[src/rtl/imm_gen_unit.sv]
// Immediate generator with an in-order result FIFO and a saturating invalid-format counter.
// Optional IMM_AUTO_DECODE_EN: derive the format from the opcode instead of imm_src.
module imm_gen_unit #(
    parameter int XLEN  = 32,
    parameter int DEPTH = 2
) (
    input  logic                     clk,
    input  logic                     rst,
    input  logic                     in_valid,
    output logic                     in_ready,
    input  logic [31:0]              instr,
    input  logic [2:0]               imm_src,
    output logic                     out_valid,
    input  logic                     out_ready,
    output logic [XLEN-1:0]          imm,
    output logic                     imm_err,
    output logic [$clog2(DEPTH):0]   fill,
    output logic [7:0]               err_cnt
);
    localparam int PW = $clog2(DEPTH);
    localparam int FW = PW + 1;

    typedef enum logic [2:0] {
        FMT_I   = 3'd0,
        FMT_S   = 3'd1,
        FMT_B   = 3'd2,
        FMT_J   = 3'd3,
        FMT_U   = 3'd4,
        FMT_BAD = 3'd5
    } fmt_t;

    fmt_t              w_fmt;
    logic [31:0]       w_imm32;
    logic [XLEN-1:0]   w_imm_ext;
    logic [XLEN:0]     w_head;
    logic              w_push;
    logic              w_pop;

    logic [XLEN:0]     r_mem [DEPTH];
    logic [PW-1:0]     r_wr_ptr;
    logic [PW-1:0]     r_rd_ptr;
    logic [FW-1:0]     r_fill;
    logic [7:0]        r_err_cnt;

`ifdef IMM_AUTO_DECODE_EN
    logic w_unused_src;
    assign w_unused_src = ^imm_src;

    always_comb begin
        w_fmt = FMT_BAD;
        case (instr[6:0])
            7'b0010011, 7'b0000011, 7'b1100111, 7'b0011011: w_fmt = FMT_I;
            7'b0100011:                                     w_fmt = FMT_S;
            7'b1100011:                                     w_fmt = FMT_B;
            7'b1101111:                                     w_fmt = FMT_J;
            7'b0110111, 7'b0010111:                         w_fmt = FMT_U;
            default:                                        w_fmt = FMT_BAD;
        endcase
    end
`else
    logic w_unused_op;
    assign w_unused_op = ^instr[6:0];

    always_comb begin
        w_fmt = FMT_BAD;
        case (imm_src)
            3'd0:    w_fmt = FMT_I;
            3'd1:    w_fmt = FMT_S;
            3'd2:    w_fmt = FMT_B;
            3'd3:    w_fmt = FMT_J;
            3'd4:    w_fmt = FMT_U;
            default: w_fmt = FMT_BAD;
        endcase
    end
`endif

    always_comb begin
        w_imm32 = 32'd0;
        case (w_fmt)
            FMT_I:   w_imm32 = {{20{instr[31]}}, instr[31:20]};
            FMT_S:   w_imm32 = {{20{instr[31]}}, instr[31:25], instr[11:7]};
            FMT_B:   w_imm32 = {{19{instr[31]}}, instr[31], instr[7], instr[30:25], instr[11:8], 1'b0};
            FMT_J:   w_imm32 = {{11{instr[31]}}, instr[31], instr[19:12], instr[20], instr[30:21], 1'b0};
            FMT_U:   w_imm32 = {instr[31:12], 12'b0};
            default: w_imm32 = 32'd0;
        endcase
    end

    // Every format is already sign-correct at 32 bits, so widening is a plain sign extension.
    assign w_imm_ext = XLEN'($signed(w_imm32));

    assign in_ready  = (r_fill != FW'(DEPTH));
    assign out_valid = (r_fill != '0);
    assign w_push    = in_valid & in_ready;
    assign w_pop     = out_valid & out_ready;
    assign fill      = r_fill;
    assign err_cnt   = r_err_cnt;
    assign w_head    = r_mem[r_rd_ptr];

    // Head is gated so an empty FIFO never exposes stale or unwritten storage.
    genvar gi;
    generate
        for (gi = 0; gi < XLEN; gi++) begin : g_imm_gate
            assign imm[gi] = out_valid & w_head[gi];
        end
    endgenerate
    assign imm_err = out_valid & w_head[XLEN];

    always_ff @(posedge clk) begin
        if (w_push) begin
            r_mem[r_wr_ptr] <= {(w_fmt == FMT_BAD), w_imm_ext};
        end
    end

    always_ff @(posedge clk or posedge rst) begin
        if (rst) begin
            r_wr_ptr  <= '0;
            r_rd_ptr  <= '0;
            r_fill    <= '0;
            r_err_cnt <= '0;
        end else begin
            if (w_push) r_wr_ptr <= r_wr_ptr + PW'(1);
            if (w_pop)  r_rd_ptr <= r_rd_ptr + PW'(1);
            case ({w_push, w_pop})
                2'b10:   r_fill <= r_fill + FW'(1);
                2'b01:   r_fill <= r_fill - FW'(1);
                default: r_fill <= r_fill;
            endcase
            if (w_push && (w_fmt == FMT_BAD) && (r_err_cnt != 8'hFF)) begin
                r_err_cnt <= r_err_cnt + 8'd1;
            end
        end
    end
endmodule

[config.mk]
export PLATFORM = sky130hd
export DESIGN_NAME = imm_gen_unit
export DESIGN_NICKNAME = d
export VERILOG_FILES = /design/src/rtl/imm_gen_unit.sv
export SDC_FILE = /design/constraint.sdc
export NUM_CORES = 1
export LEC_CHECK = 0
export CORE_MARGIN = 1
export CORE_UTILIZATION = 50
export CTS_CLUSTER_SIZE = 28
export DETAILED_ROUTE_END_ITERATION = 16
export GPL_ROUTABILITY_DRIVEN = 0
export PLACE_DENSITY = 0.77
export REMOVE_ABC_BUFFERS = 1
export SYNTH_ARGS = -nofsm -noshare
export SYNTH_HDL_FRONTEND = slang
export SYNTH_SLANG_ARGS = --single-unit
[constraint.sdc]
create_clock -name clk -period 3.8 [get_ports clk]
set_clock_uncertainty 0.2 [all_clocks]
set_input_delay 0.95 -clock clk [delete_from_list [all_inputs] [get_ports clk]]
set_output_delay 0.95 -clock clk [all_outputs]
set_load 0.005 [all_outputs]
# == Word-level counts from Yosys, hierarchy flattened ==
# Memory sizes are Yosys's and may differ from the RTL's.
# Index checks and enable logic that the tools add are counted.
# classes
reduce_logical,6
addsub,5
eq_ne,13
n_mux,5
n_bitwise,35
# ops
op,n
32-bit one-hot mux with 5 select lines,1
1-bit bitwise AND,35
3-bit one-hot mux with 5 select lines,1
"3-bit by 2-bit equality test with 1-bit output, second input constant",4
"3-bit equality test, second input constant",3
"8-bit by 1-bit adder with 8-bit output, second input constant",1
"8-bit inequality test, second input constant",1
"3-bit by 1-bit equality test with 1-bit output, second input constant",2
3-bit logical NOT,2
2-bit one-hot mux with 2 select lines,1
2-bit nonzero test,2
"1-bit adder, second input constant",2
"2-bit by 1-bit adder with 2-bit output, second input constant",1
"2-bit by 1-bit equality test with 1-bit output, second input constant",1
"2-bit equality test, second input constant",1
1-bit logical AND,2
1-bit two-way mux,2
"2-bit inequality test, second input constant",1
"2-bit by 1-bit subtractor with 2-bit output, second input constant",1
# totals
out_inout_bits,45
reg_bits,12
mem_bits_rw,66
n_memories,1
# mem_list
memory,depth,word_bits,rd,rd_clocked_by_memory_dff,write_ports,line_no,rtl
r_mem,2,33,1,0,1,39,logic [XLEN:0] r_mem [DEPTH];

# == Longest topological paths before layout ==
# Gate-level depths: netlist of run 1.
# logic_depth
ltp_word,5
mapped_depth,7
depth_no_buf,7

# == Worst setup path after synthesis of run 1 ==
# No wires, ideal clock.
# synth_path
kind,input-to-reg
startpoint,in in_valid
endpoint,mem r_mem[0][0] (netlist name) (enable)
t_arrival_ps,2471
required_ps,3177
slack_ps,706
path_buffers,0
path_stages,2
cell_sequence,nand2_1 > nor2_1
# synth_via
elab_chain_cells,3
# synth_rtl
element,line_no,rtl
start: declaration,9,"input logic in_valid,"
1-bit bitwise AND,94,assign w_push = in_valid & in_ready;
1-bit two-way mux,110,if (w_push) begin
1-bit two-way mux (implied by the code),111,"r_mem[r_wr_ptr] <= {(w_fmt == FMT_BAD), w_imm_ext};"
end: declaration,39,
# Every way passes these cells.

# == Final worst setup path of run 1 ==
# layout_path
startpoint,reg r_rd_ptr
endpoint,out imm[26]
# layout_via
elab_chain_cells,2
# layout_rtl
element,line_no,rtl
start: declaration,41,logic [PW-1:0] r_rd_ptr;
start signal: assignment,123,if (w_pop) r_rd_ptr <= r_rd_ptr + PW'(1);
memory 2 x 33 bit,n/a,
1-bit bitwise AND,104,assign imm[gi] = out_valid & w_head[gi];
end: declaration,15,"output logic [XLEN-1:0] imm,"
# Every way passes these cells.

==> metrics.log, run 1 <==
INFO  metric max_clock_freq = 316 MHz
INFO  metric synth_edf_count = 66
INFO  metric outcome = finished clean
INFO  metric postSynthAreaPerCell = 13.1 um2
INFO  metric maximum_capacitance_violations = 0
INFO  metric yosysTopAreaCellShare = 55.9%
INFO  metric num_vias = 2,379
INFO  metric timing.setup.tns = 0 ps
INFO  metric final_cell_count_no_fill = 449
INFO  metric antenna_found_initial = 0
INFO  metric dominantRegCellSynth = sky130_fd_sc_hd__edfxtp_1
INFO  metric initial_utilization = 51.9%
INFO  metric die_w = 86.2 um
INFO  metric timing.final.ws_setup = 632 ps
INFO  metric layout.nets = 389
INFO  metric worst-endpoint-arrival = 2020 ps
INFO  metric dieHeight = 86.2 um
INFO  metric cts_resized = 0
INFO  metric crit_required = 2650 ps
INFO  metric clock-sinks = 78
INFO  metric grt_max_degree = 34
INFO  metric met1_length = 2990 um
INFO  metric grt_first_pass_wirelength = 11,500 um
INFO  metric area_growth = 30.3%
INFO  metric power_per_unit_of_standard_cell_area = 687 nW/um2
INFO  metric placed_cells = 433
INFO  metric ctsHoldBuffers = 0
INFO  metric cts-buffers-inserted = 9
INFO  metric post_dp_cell_area = 4440 um2
INFO  metric cts_htree_levels = 3
INFO  metric global_route_total_overflow = 0
INFO  metric top_cells_by_area_in_the_synthesized_netlist = sky130_fd_sc_hd__edfxtp_1, sky130_fd_sc_hd__mux2i_1, sky130_fd_sc_hd__dfrtp_1
INFO  metric first_global_vias = 2,399
INFO  metric detail_route.first_pass.iterations = 4
INFO  metric ys_seq_area_share = 64.4%
INFO  metric std_cell_rows = 30
INFO  metric count_of_input_and_output_buffers = 76
INFO  metric vdd.ir_drop.worst = 0.332 mV
INFO  metric ys_seq_elements = 78
INFO  metric grt.total_usage = 20.9%
INFO  metric leakagePower = 1.82 nW
INFO  metric fill_cells = 539
INFO  metric worstSetupEndpointType = output port
INFO  metric hold_viol_final = 0
INFO  metric synth.most_common_cell = sky130_fd_sc_hd__edfxtp_1
INFO  metric detailed_placement_hpwl = 4750 um
INFO  metric inserted_diodes = 0
INFO  metric clock_latency = 350 ps
INFO  metric setup-violations-final = 0
INFO  metric synth_async_sr_flop_share = 15.4%
INFO  metric tritoncts_clock_tree = built
INFO  metric vias_per_cell = 5.30
INFO  metric post_synth_inst_count = 271
INFO  metric met3_length = 331 um
INFO  metric clk_pin_slew = 80 ps
INFO  metric post_cts.repair.setup_buffers = 0
INFO  metric min-delay-path-class = reg2reg
INFO  metric synth.largest_area_cell = sky130_fd_sc_hd__edfxtp_1
INFO  metric root_buffer = sky130_fd_sc_hd__clkbuf_8
INFO  metric clk_path_buf_depth = 2
INFO  metric wl_per_cell = 16.3 um
INFO  metric wl_met2 = 3900 um
INFO  metric yosys.cell_types.count = 35
INFO  metric slew_violations = 0
INFO  metric worstPathMaxFanout = 20
INFO  metric highest_layer = met4
INFO  metric setup.worst_path.class = reg2out
INFO  metric synthesis.area = 3550 um2
INFO  metric final.period_utilization = 83.4%
INFO  metric wirelength = 7300 um
INFO  metric layout.area.seq = 2280 um2
INFO  metric drcViolationCount = 0
INFO  metric final_design_area_no_fill = 4620 um2
INFO  metric floorplan.die_area = 7430 um2
INFO  metric yosysWarningCount = 0
INFO  metric pre_cts_ws = 725 ps
INFO  metric detail-route-antenna-nets = 0
INFO  metric regToRegSetupSlack = 1880 ps
INFO  metric ioPinCount = 84
INFO  metric worst_slew_pin_slew = 615 ps
INFO  metric initialDrtViolationCount = 135
INFO  metric period_needed = 3170 ps
INFO  metric synth.cells.most_frequent = sky130_fd_sc_hd__edfxtp_1, sky130_fd_sc_hd__nor2_1, sky130_fd_sc_hd__mux2i_1
INFO  metric final.hold.worst_slack = 345 ps
INFO  metric final_layout_size_suffix_gt1_share = 10.5%
INFO  metric critPathLaunchType = flip-flop
INFO  metric unrepaired_setup_endpoints_after_global_routing = no
INFO  metric multi_input_area = 1190 um2
INFO  metric design.core.area = 6830 um2
INFO  metric normalized_max_slew_margin = 58.9%
through the flow:
| step | util (%) | power [mW] |
|---|---|---|
| floorplan | - | 1.90 |
| global placement | 65.0 | 2.61 |
| detailed placement | 65.0 | 2.65 |
| CTS | 67.7 | 3.21 |
| finish | 67.7 | 3.18 |
| global route | 67.7 | 3.36 |
report_power, final:
group | leakage (nW) | total, mW | switching, mW | internal [mW]
Clock | 0.0870 | 0.569 | 0.324 | 0.245
Sequential | 0.775 | 1.32 | 0.139 | 1.18
Combinational | 0.954 | 1.29 | 0.544 | 0.742
registers in the layout (all words and copies together) (netlist names):
name,cells
r_mem,66
r_rd_ptr,1
err_cnt,8
r_wr_ptr,1
fill,2
path summary, 6_finish.rpt:
path	startpoint	to	cells past startpoint
min in group asynchronous	rst	err_cnt[7]	2
max reg2reg	fill[0]	r_mem[0][13]	4
max	r_rd_ptr	imm[26]	4
max in group asynchronous	rst	r_rd_ptr	2
min	err_cnt[0]	err_cnt[0]	1
min reg2reg	err_cnt[0]	err_cnt[0]	1
metal layers:
metal	up-vias	GRT usage (%)
met4	0	9.70
li1	1140	-
met3	7	3.14
met5	-	0
met2	76	36.2
met1	1156	26.1
worst max-delay path, cell delays in order, from the launching register on:
cell                              delay (ps)
sky130_fd_sc_hd__dfrtp_2                 670
sky130_fd_sc_hd__buf_12                  250
sky130_fd_sc_hd__mux2i_1                 240
sky130_fd_sc_hd__nor2_1                   60
sky130_fd_sc_hd__clkdlybuf4s50_1         450
cell families (layout without fill, tap and decap cells):
kind of cell	after synthesis	after routing	synth area share (%)
xor+xnor	8	8	2.19
buf+inv	20	102	2.36
simple gates	78	78	10.4
mux	44	44	12.8
flops	78	78	64.4
fa+ha+maj	2	2	0.706
compound gates	41	41	7.16
placed cells by master, fill, tap and decap left out, types with 2 or more instances in the layout:
master / Yosys / layout
sky130_fd_sc_hd__inv_6: 0 / 4
sky130_fd_sc_hd__ha_1: 2 / 2
sky130_fd_sc_hd__mux2i_1: 39 / 39
sky130_fd_sc_hd__a21o_1: 11 / 11
sky130_fd_sc_hd__nand4_1: 3 / 3
sky130_fd_sc_hd__a21oi_1: 17 / 17
sky130_fd_sc_hd__and2_1: 4 / 4
sky130_fd_sc_hd__nor2b_1: 10 / 10
sky130_fd_sc_hd__o22ai_1: 8 / 8
sky130_fd_sc_hd__nor2_1: 45 / 43
sky130_fd_sc_hd__buf_4: 0 / 5
sky130_fd_sc_hd__xor2_1: 4 / 4
sky130_fd_sc_hd__dfrtp_1: 12 / 11
sky130_fd_sc_hd__clkinvlp_4: 0 / 2
sky130_fd_sc_hd__nand3_1: 2 / 2
sky130_fd_sc_hd__mux2_2: 3 / 3
sky130_fd_sc_hd__xnor2_1: 3 / 3
sky130_fd_sc_hd__inv_1: 2 / 2
sky130_fd_sc_hd__and3_1: 3 / 3
sky130_fd_sc_hd__buf_12: 0 / 2
sky130_fd_sc_hd__mux2_4: 2 / 2
sky130_fd_sc_hd__clkbuf_8: 0 / 9
sky130_fd_sc_hd__nand2_1: 6 / 6
sky130_fd_sc_hd__clkdlybuf4s50_1: 0 / 76
sky130_fd_sc_hd__edfxtp_1: 66 / 66
layout make-up:
cell class / instances / share of cell area [%]
well taps: 96 / 2.60
repair buffers: 83 / 18.1
flip-flops and latches: 78 / 49.4
clock inverters: 7 / 1.19
inverters: 3 / 0.244
clock buffers: 9 / 2.68
multi-input cells: 173 / 25.7
(Power assumes the default switching activity.)
==> inputs of run 2 (changes only) <==
clock period = 3.1 ns   (was 3.8 ns; I/O delays follow)
==> metrics.log, run 2 (same netlist as run 1, synthesis figures left out) <==
INFO  metric multi_input_area = 1190 um2
INFO  metric detail-route-antenna-nets = 0
INFO  metric timing.setup.tns = 0 ps
INFO  metric commonest_non_fill_non_tap_cell_in_the_layout = sky130_fd_sc_hd__clkdlybuf4s50_1
INFO  metric count_of_input_and_output_buffers = 76
INFO  metric power_per_unit_of_standard_cell_area = 845 nW/um2
INFO  metric antenna_found_initial = 0
INFO  metric normalized_max_slew_margin = 60.8%
INFO  metric final_core_utilization = 67.7%
INFO  metric ctsHoldBuffers = 0
INFO  metric clock_latency = 350 ps
INFO  metric clock-sinks = 78
INFO  metric setup-violations-final = 0
INFO  metric worst_slew_pin_slew = 586 ps
INFO  metric grt.total_usage = 21.1%
INFO  metric outcome = finished clean
INFO  metric cpMaxStageDelayCell = sky130_fd_sc_hd__dfrtp_4
INFO  metric cts-buffers-inserted = 9
INFO  metric grt_first_pass_wirelength = 11,500 um
INFO  metric drcViolationCount = 0
INFO  metric inserted_diodes = 0
INFO  metric detailed_placement_hpwl = 4830 um
INFO  metric hp-start = err_cnt[0]
INFO  metric final.period_utilization = 95.5%
INFO  metric global_route_total_overflow = 0
INFO  metric hold_viol_final = 0
INFO  metric worstPathMaxFanout = 19
INFO  metric worstSetupEndpointType = output port
INFO  metric initial_utilization = 51.9%
INFO  metric setup.worst_path.class = reg2out
INFO  metric timing.critical_path.cells = buf_12 > mux2i_1 > nor2_1 > clkdlybuf4s50_1
INFO  metric worst-endpoint-arrival = 1980 ps
INFO  metric critPathLaunchType = flip-flop
INFO  metric std_cell_rows = 30
INFO  metric dieHeight = 86.2 um
INFO  metric layout.area.seq = 2290 um2
INFO  metric maximum_capacitance_violations = 0
INFO  metric crit_required = 2120 ps
INFO  metric period_needed = 2960 ps
INFO  metric min-delay-path-class = reg2reg
INFO  metric largest-register = r_mem
INFO  metric worst_path_largest_cell_delay = 630 ps
INFO  metric crit_start = r_rd_ptr
INFO  metric design.core.area = 6830 um2
INFO  metric num_vias = 2,417
INFO  metric root_buffer = sky130_fd_sc_hd__clkbuf_8
INFO  metric layout.cells.most_common_list = sky130_fd_sc_hd__clkdlybuf4s50_1, sky130_fd_sc_hd__edfxtp_1, sky130_fd_sc_hd__nor2_1, sky130_fd_sc_hd__mux2i_1, sky130_fd_sc_hd__a21oi_1
INFO  metric ioPinCount = 84
INFO  metric slew_violations = 0
INFO  metric floorplan.die_area = 7430 um2
INFO  metric grt_max_degree = 34
INFO  metric leakagePower = 1.83 nW
INFO  metric vias_per_cell = 5.36
INFO  metric vdd.ir_drop.worst = 0.393 mV
INFO  metric final_layout_size_suffix_gt1_share = 10.1%
INFO  metric die_w = 86.2 um
INFO  metric tritoncts_clock_tree = built
INFO  metric final_cell_count_no_fill = 451
INFO  metric placed_cells = 435
INFO  metric unrepaired_setup_endpoints_after_global_routing = no
INFO  metric wl_per_cell = 16.1 um
INFO  metric wirelength = 7250 um
INFO  metric regToRegStartpoint = err_cnt[0]
INFO  metric layout.nets = 391
INFO  metric area_growth = 30.5%
INFO  metric clk_path_buf_depth = 2
INFO  metric post_cts.repair.setup_buffers = 0
INFO  metric final.hold.worst_slack = 333 ps
INFO  metric max_reg_flops = 66
INFO  metric cts_htree_levels = 3
INFO  metric first_global_vias = 2,350
INFO  metric max_clock_freq = 338 MHz
INFO  metric detail_route.first_pass.iterations = 4
INFO  metric clk_pin_slew = 70 ps
INFO  metric fill_cells = 525
INFO  metric cts_resized = 1
INFO  metric initialDrtViolationCount = 112
## run 2: cell types whose count changed in the layout (fill, tap and decap cells not counted), moves of 2 or more
cell	delta
sky130_fd_sc_hd__buf_4	+3
sky130_fd_sc_hd__clkinv_1	+2
sky130_fd_sc_hd__clkinvlp_4	-2
sky130_fd_sc_hd__clkinv_2	+2
sky130_fd_sc_hd__inv_6	-4
## run 2: area by class of cell
type / instances / area share (%)
Clock buffer: 10 / 2.76
Clock inverter: 6 / 1.14
Inverter: 3 / 0.243
Multi-Input combinational cell: 173 / 25.7
Sequential cell: 78 / 49.4
Tap cell: 96 / 2.60
Timing Repair Buffer: 85 / 18.2
## run 2: path summary, 6_finish.rpt
path,endpoint,cells after the start,slack [ps]
setup / recovery,imm[28],4,140
hold / removal,err_cnt[0],1,330
setup reg to reg,err_cnt[1],5,1300
hold reg to reg,err_cnt[0],1,330
max in group asynchronous,r_rd_ptr,2,1840
min in group asynchronous,fill[1],2,530
## run 2: critical path: cells and delay by family (launching register included)
kind	cells	cell delay, ps
flops	1	630
mux	1	130
simple gates	1	130
buf+inv	2	740
## run 2: metal layers
layer  GRT usage, %  share of wire, %  up-vias  wire length [um]
met5              0                 0        -                 0
met4           8.33               1.8        0               132
met3           4.95               5.5       11               397
met2           36.9                52       83              3790
met1           25.3                40     1171              2930
li1               -                 -     1152                 -
## run 2: metrics by stage
step	cell area [um2]	power, mW	worst slack, ps
2_1_floorplan	3470	2.33	181
3_3_place_gp	4450	3.20	294
3_5_place_dp	4450	3.24	228
4_1_cts	4630	3.95	109
5_1_grt	4630	4.15	25.9
6_report	4630	3.91	141
## run 2: where the power goes
part           internal [mW]  leakage (nW)  switching (mW)
clock network          0.362        0.0949           0.343
registers               1.46         0.775           0.188
logic                  0.904         0.960           0.657
